$ cat src/rtl/uproc_ctrl.sv
// Three-cycle (FETCH/DECODE/EXEC) control sequencer for the ALU/accumulator/CY datapath.
// Fetches 16-bit instructions from program memory and emits datapath, register-file and PC control.
module uproc_ctrl #(
    parameter int unsigned PC_W    = 8,
    parameter int unsigned RADDR_W = 4
) (
    input  logic               clk,
    input  logic               nReset,
    input  logic               run,
    input  logic [15:0]        instr,
    input  logic               CY,
    input  logic               A_zero,
    output logic [PC_W-1:0]    pc_addr,
    output logic [2:0]         ALUCode,
    output logic               A_CE,
    output logic               CY_CE,
    output logic               R_sel,
    output logic [7:0]         imm,
    output logic [RADDR_W-1:0] reg_rd_addr,
    output logic               reg_we,
    output logic [RADDR_W-1:0] reg_wr_addr,
    output logic               halted,
    output logic               illegal
);

    localparam logic [2:0] ALU_ADD = 3'd0;
    localparam logic [2:0] ALU_SUB = 3'd1;
    localparam logic [2:0] ALU_LD  = 3'd6;

    localparam logic [3:0] OP_NOP = 4'h0;
    localparam logic [3:0] OP_ALU = 4'h1;
    localparam logic [3:0] OP_ST  = 4'h2;
    localparam logic [3:0] OP_JMP = 4'h3;
    localparam logic [3:0] OP_JC  = 4'h4;
    localparam logic [3:0] OP_JZ  = 4'h5;
    localparam logic [3:0] OP_HLT = 4'hF;

    typedef enum logic [1:0] {StFetch, StDecode, StExec, StHalt} state_e;

    state_e            r_state;
    logic [PC_W-1:0]   r_pc;
    logic [15:0]       r_ir;
    logic [2:0]        r_alu_code;
    logic              r_a_ce;
    logic              r_cy_ce;
    logic              r_reg_we;
    logic              r_halted;
    logic              r_illegal;

    logic [3:0]        w_op;
    logic              w_legal;
    logic              w_carry_op;
    logic              w_take_jump;

    assign w_op       = r_ir[15:12];
    assign w_legal    = (w_op <= OP_JZ) || (w_op == OP_HLT);
    assign w_carry_op = (r_ir[10:8] == ALU_ADD) || (r_ir[10:8] == ALU_SUB);
    assign w_take_jump = (w_op == OP_JMP) || ((w_op == OP_JC) && CY) ||
                         ((w_op == OP_JZ) && A_zero);

    always_ff @(posedge clk or negedge nReset) begin
        if (!nReset) begin
            r_state    <= StFetch;
            r_pc       <= '0;
            r_ir       <= 16'h0000;
            r_alu_code <= ALU_LD;
            r_a_ce     <= 1'b0;
            r_cy_ce    <= 1'b0;
            r_reg_we   <= 1'b0;
            r_halted   <= 1'b0;
            r_illegal  <= 1'b0;
        end else begin
            // Enables and illegal are single-cycle pulses; they only rise on DECODE->EXEC.
            r_a_ce    <= 1'b0;
            r_cy_ce   <= 1'b0;
            r_reg_we  <= 1'b0;
            r_illegal <= 1'b0;
            unique case (r_state)
                StFetch: begin
                    if (run) begin
                        r_ir       <= instr;
                        r_alu_code <= instr[10:8];
                        r_pc       <= r_pc + PC_W'(1);
                        r_state    <= StDecode;
                    end
                end
                StDecode: begin
                    r_a_ce    <= (w_op == OP_ALU);
                    r_cy_ce   <= (w_op == OP_ALU) && w_carry_op;
                    r_reg_we  <= (w_op == OP_ST);
                    r_illegal <= !w_legal;
                    r_state   <= StExec;
                end
                StExec: begin
                    if (w_take_jump) begin
                        r_pc <= PC_W'(r_ir[7:0]);
                    end
                    if (w_op == OP_HLT) begin
                        r_halted <= 1'b1;
                        r_state  <= StHalt;
                    end else begin
                        r_state  <= StFetch;
                    end
                end
                StHalt: begin
                    r_state <= StHalt;
                end
                default: begin
                    r_state <= StFetch;
                end
            endcase
        end
    end

    // Operand fields come straight from IR, which only changes in FETCH.
    assign pc_addr     = r_pc;
    assign ALUCode     = r_alu_code;
    assign R_sel       = r_ir[11];
    assign imm         = r_ir[7:0];
    assign reg_rd_addr = r_ir[RADDR_W-1:0];
    assign reg_wr_addr = r_ir[RADDR_W-1:0];
    assign A_CE        = r_a_ce;
    assign CY_CE       = r_cy_ce;
    assign reg_we      = r_reg_we;
    assign halted      = r_halted;
    assign illegal     = r_illegal;

endmodule

$ cat config.mk
export PLATFORM = sky130hd
export DESIGN_NAME = uproc_ctrl
export DESIGN_NICKNAME = d
export VERILOG_FILES = /design/src/rtl/uproc_ctrl.sv
export SDC_FILE = /design/constraint.sdc
export NUM_CORES = 1
export LEC_CHECK = 0
export CORE_MARGIN = 8
export CORE_UTILIZATION = 40
export DETAILED_ROUTE_END_ITERATION = 6
export PLACE_DENSITY = 0.72
export REMOVE_ABC_BUFFERS = 1
export SYNTH_ARGS = -nofsm -noshare
export SYNTH_HDL_FRONTEND = slang
export SYNTH_SLANG_ARGS = --single-unit
$ cat constraint.sdc
create_clock -name clk -period 3.6 [get_ports clk]
set_clock_uncertainty 0.05 [all_clocks]
set_input_delay 0.72 -clock clk [delete_from_list [all_inputs] [get_ports clk]]
set_output_delay 0.72 -clock clk [all_outputs]
set_load 0.01 [all_outputs]
==> results of run 1 <==
## cells in the mapped netlist
master,n,area share
and4_1,1,0.0055
nand3_1,1,0.0031
nor2b_1,2,0.0078
a311oi_4,1,0.016
buf_4,17,0.080
nor4_1,2,0.0078
nand4_1,2,0.0078
o21ai_0,2,0.0063
nand4bb_1,1,0.0070
mux2_4,1,0.0094
nor3b_1,1,0.0047
or3_1,1,0.0039
nand2b_2,1,0.0055
inv_1,2,0.0047
or2_2,1,0.0039
clkbuf_1,3,0.0070
nor3b_4,1,0.012
a32oi_1,1,0.0055
o31a_1,2,0.011
o221a_2,1,0.0070
buf_6,1,0.0070
nor2_1,2,0.0047
ha_1,1,0.0078
nor3_1,2,0.0063
and3_1,2,0.0078
dfrtp_1,31,0.48
a41o_1,1,0.0063
o311ai_1,1,0.0055
nand2_1,57,0.13
a21boi_1,1,0.0047
and2_1,1,0.0039
dfstp_2,2,0.033
nand4b_2,1,0.0094
nand2b_1,4,0.016
o211ai_1,1,0.0047
a21o_1,3,0.014
a221oi_1,1,0.0055
a31oi_1,1,0.0039
nor2_2,1,0.0039
a21oi_1,2,0.0063
nand3b_1,2,0.0094
o32a_1,1,0.0063
## power groups by stage
stage | combinational (W) | sequential [W] | clock (W)
after floorplan | 0.000339 | 0.000774 | 0
after global placement | 0.000843 | 0.000728 | 0
after detailed placement | 0.000856 | 0.000731 | 0
after CTS | 0.000861 | 0.000725 | 0.000369
after global routing | 0.000928 | 0.000751 | 0.000387
final | 0.000841 | 0.000724 | 0.000361
## cells by family after synthesis
logic type,Yosys count,share of synthesized area
compound gates,19,0.103
fa+ha+maj,1,0.00782
buf+inv,23,0.0985
flops,33,0.518
mux,1,0.00938
simple gates,86,0.263
## layer usage
layer	track usage	wire length (um)	share of wire	vias to the layer above
li1	-	-	-	617
met1	0.134	1570	0.44	577
met2	0.191	1640	0.46	38
met3	0.0621	341	0.095	4
met4	0.0389	29	0.0081	0
met5	0	0	0	-
## state kept, by name, summed over array words and instances, names as in the netlist
register	flops
A_CE	1
halted	1
CY_CE	1
r_state	2
illegal	1
reg_we	1
pc_addr	8
ALUCode	2
r_ir	16
## cell type report
cell class                 instances  area [sq um]  area share
sequential                        33           828       0.381
multi-input combinational        107           614       0.283
timing repair buffer              55           546       0.251
clock buffer                       7          86.3      0.0397
tap                               50          62.6      0.0288
clock inverter                     1          30.0      0.0138
inverter                           2          7.51     0.00345
## critical path, stage by stage
cell and delay, ps:
clkdlybuf4s50_1 470, nand4b_2 130, a311oi_4 660, nor2_2 100, mux2_4 310
## path summary, 6_finish.rpt
kind / to / from / slack (ps)
max in group asynchronous: ALUCode[2] / nReset / 2390
min in group asynchronous: r_ir[8] / nReset / 780
worst max register to register: pc_addr[1] / r_state[0] / 1650
worst min register to register: CY_CE / r_ir[9] / 370
worst max-delay path: pc_addr[1] / A_zero / 1330
worst min-delay path: CY_CE / r_ir[9] / 370
## through the flow
stage / cells / util / hold slack, ps / power (W)
after global placement: 247 / 0.526 / 366 / 0.00157
after global routing: 255 / 0.556 / 408 / 0.00207
final: 255 / 0.556 / 374 / 0.00193
after floorplan: 142 / - / 357 / 0.00111
after detailed placement: 247 / 0.526 / 369 / 0.00159
after CTS: 255 / 0.556 / 379 / 0.00196
==> summary.txt, run 1 <==
Total core area = 3910 sq um
# DRC = 0
Crit path time final = 2270 ps
Final Hold Fails = 0
GPL Wtd Cong = 0.741
Vias in the first global route = 1298
Total grt overflow = 0
Int Pwr = 0.00124 W
Slew headroom = 0.561
First-pass GRT wire length = 5.96 mm
Clock sinks = 33
CTS tree = yes
Mapped Avg Cell Area = 9.82 sq um
Wirelength per Cell = 14.1 um
Total Wirelength = 3.59 mm
Post-route cell area = 2170 sq um
CP Capture Type = flip-flop
Sequential area share after synthesis = 0.518
Die height = 79.3 um
# nets final = 226
Starting density of the core = 0.409
Post-Place Worst Slack = 1030 ps
Crit-path max FO = 14
#FFs+latches synth = 33
Critical path class = primary input to flip-flop
Hold Buf Count CTS = 0
Yosys cell types = 42
CTS Buf Count = 5
Peak supply drop = 396 uV
Die W = 79.3 um
DR vias/cell = 4.85
Hold/Removal Path Class = flip-flop to flip-flop
Ant diodes = 0
Synth warnings = 0
Rows = 23
Layout fillers = 372
Sw Ratio = 0.355
Max Freq = 0.440 GHz
Root Driver = clkbuf_8
Final period utilization = 0.631
Sequential power share = 0.376
Antenna violations before repair = 0
Psw = 0.000684 W
Clk buf depth = 2
Post-CTS Setup Inserts = 0
Cells on worst reg2reg path = 4
Hold path depth = 1
H-Tree Level Count = 2
Clk pwr share = 0.187
Static leakage = 0.993 nW
Total GRT Usage = 0.119
Setup slack after layout = 1330 ps
Required time worst endpoint = 3720 ps
Pre-antenna DRT Iters = 6
Combinational power share = 0.437
P&R area growth vs syn = 35.9%
Cell Pwr Density = 886 nW/um^2
Die ar. = 6280 sq um
Worst slew pin tran = 658 ps
Pin count of the biggest net entering global routing = 34
Detail Placement HPWL = 2.67 mm
Vias = 1236
RSZ-0062 raised after global routing = false
Top Ports = 54
Post-CTS Resized = 0
Status = completed
Share of cells above drive strength 1 = 0.0927
Final Setup Violations = 0
Commonest non-fill, non-tap cell in the layout = nand2_1
Mapped Cells = 163
Max-cap violation count = 0
DR iter-0 viols = 37
Port Buffers = 53
Slew Limit Fails = 0
Netlist area before placement = 1600 sq um
Cell Area, Placed = 2060 sq um
Number of antenna-violating nets in the routed design = 0
Setup TNS = 0 ps
Clk pin slew, worst setup/hold paths = 70 ps
Clk Latency, worst-skew pair = 280 ps
CP Launch Type = primary input
CP Data Arrival Time = 2390 ps
Most frequent cells in the layout = nand2_1 (57), clkdlybuf4s50_1 (53), dfrtp_1 (31)
Power figures use the tool's default switching activity.
==> run 2: changes to the inputs <==
Settings changed: PLACE_DENSITY 0.72 to 0.74.
Clock period 3.6 ns to 1.9 ns, I/O delays scaled along.
==> run 2 against run 1 <==
Compared with the run above:
- combinational power up 100%
- non-clock buffer count increased by 8
- setup slack got worse by 1200 ps
- critical path depth is 4 lower
- die area unchanged
- routed wire length is 1.8% lower
- power up 85%
- cell count increased by 3.1%
- cell area up 1.6%
- via count is 1.7% higher
- clock power increased by 46%
- critical endpoint is now ALUCode[2]
==> summary.txt, run 2 (synthesis gave the netlist of run 1 again) <==
Worst hold endpoint = CY_CE
Total core area = 3910 sq um (unchanged)
Worst hold start = r_ir[9]
Max reg flops = 16 (unchanged)
Layout fillers = 373 (+0.27%)
Final Hold Fails = 0 (unchanged)
Root Driver = clkbuf_8
Setup slack after layout = 123 ps (-1210 ps)
Total power = 0.00356 W (+85%)
CP Cell Sequence = clkdlybuf4s50_1
CTS Buf Count = 5 (unchanged)
Clk pin slew, worst setup/hold paths = 60 ps (about the same)
CP max stage delay = 540 ps (-120 ps)
Post-CTS Resized = 0 (unchanged)
Post-route cell area = 2210 sq um (+1.6%)
Total Wirelength = 3.52 mm (-1.8%)
Slew Limit Fails = 0 (unchanged)
DR WL met3 = 353 um (+3.5%)
Top Layer Used = met4
Reg2Reg Setup Slack = 240 ps (-1410 ps)
Crit-path max FO = 2 (-12)
Pre-antenna DRT Iters = 4 (-2)
Routed wl met2 = 1.54 mm (-6.2%)
H-Tree Level Count = 2 (unchanged)
Peak supply drop = 729 uV (+84%)
R2r endpoint = pc_addr[4]
Max-cap violation count = 0 (unchanged)
Critical path class = flip-flop to output pin
Starting density of the core = 0.409 (unchanged)
Detail Placement HPWL = 2.63 mm (-1.4%)
Crit-path slowest cell = dfstp_2
Crit path time final = 1780 ps
Number of antenna-violating nets in the routed design = 0 (unchanged)
Final period utilization = 0.936
Top Ports = 54 (unchanged)
Total GRT Usage = 0.118 (-0.00152)
Ant diodes = 0 (unchanged)
Post-CTS Setup Inserts = 0 (unchanged)
Cell Count, Final, Fillers Out = 263 (+3.1%)
Commonest non-fill, non-tap cell in the layout = nand2_1
Slew headroom = 0.726 (+0.165)
Hold/Removal Path Class = flip-flop to flip-flop
Reg2reg start = r_ir[13]
Placed cells = 255 (+3.2%)
DR vias/cell = 4.78 (-1.4%)
Clock sinks = 33 (unchanged)
CTS tree = yes
Die ar. = 6280 sq um (unchanged)
Total grt overflow = 0 (unchanged)
# DRC = 0 (unchanged)
Hold Buf Count CTS = 0 (unchanged)
Cell family with most CP delay = flip-flops
Wirelength per Cell = 13.4 um (-4.8%)
Share of cells above drive strength 1 = 0.122 (+0.0294)
Cell Pwr Density = 1610 nW/um^2 (+82%)
Cell Area, Placed = 2120 sq um (+2.9%)
Setup TNS = 0 ps (unchanged)
Vias in the first global route = 1272 (-2.0%)
CP Capture Type = output pin
Rows = 23 (unchanged)
DR iter-0 viols = 114 (+210%)
First-pass GRT wire length = 5.91 mm (-0.92%)
Cells on worst reg2reg path = 5 (+1)
RSZ-0062 raised after global routing = false
Pin count of the biggest net entering global routing = 34 (unchanged)
CP Buf/Inv Count = 1 (unchanged)
Die W = 79.3 um (unchanged)
Post-Place Worst Slack = -77.0 ps (-1110 ps)
Area of the multi-input gates = 614 sq um (unchanged)
Worst slew pin tran = 411 ps (-247 ps)
GPL Wtd Cong = 0.774 (+4.5%)
Vias = 1257 (+1.7%)
Antenna violations before repair = 0 (unchanged)
Biggest register = r_ir
Max Freq = 0.563 GHz
P&R area growth vs syn = 38.0%
Port Buffers = 53 (unchanged)
Required time worst endpoint = 1470 ps (-2250 ps)
Status = completed
Die height = 79.3 um (unchanged)
CP Data Arrival Time = 1350 ps (-1040 ps)
Final Setup Violations = 0 (unchanged)
Most frequent cells in the layout = nand2_1 (57), clkdlybuf4s50_1 (53), dfrtp_1 (31)
Reg area = 828 sq um (unchanged)
Static leakage = 1.02 nW (+2.8%)
Clk Latency, worst-skew pair = 280 ps (about the same)
Wl on met1 = 1.56 mm (-0.57%)
# nets final = 234 (+3.5%)
Hold path depth = 1 (unchanged)
Clk buf depth = 2 (unchanged)
CP Launch Type = flip-flop
## run 2: cell types whose count changed in the layout (fill, tap and decap cells not counted), sizes merged
cell,before,now
bufinv,1,0
buf,2,10
clkbuf,7,8
## run 2: worst max path at each step
stage                          start          to  slack [ps]  cells after the start
final                     ALUCode[2]  ALUCode[2]         120                      1
after global placement           run  pc_addr[7]         -50                      5
after floorplan           r_state[0]  pc_addr[6]         110                      4
after global routing      ALUCode[2]  ALUCode[2]          90                      1
after detailed placement          CY  pc_addr[4]         -80                      6
after CTS                 ALUCode[2]  ALUCode[2]         110                      1
## run 2: layout make-up
class                      instances  share of cell area
clock buffer                       8              0.0408
inverter                           2             0.00340
multi-input combinational        107               0.278
sequential                        33               0.375
tap                               50              0.0283
timing repair buffer              63               0.274
## run 2: through the flow
| step | hold slack, ps | utilization |
|---|---|---|
| final | 378 | 0.564 |
| after global routing | 413 | 0.564 |
| after CTS | 382 | 0.564 |
| after detailed placement | 373 | 0.541 |
| after global placement | 365 | 0.541 |
| after floorplan | 34.4 | - |
## run 2: layer usage
metal,vias up,global-route usage
met5,-,0
met4,0,0.0556
met3,7,0.0530
met1,569,0.138
met2,44,0.180
li1,637,-
## run 2: power by group
part / total, W / switching, W / internal (W)
sequential: 0.00134 / 0.000315 / 0.00103
clock: 0.000528 / 0.000233 / 0.000295
combinational: 0.00169 / 0.000726 / 0.000962
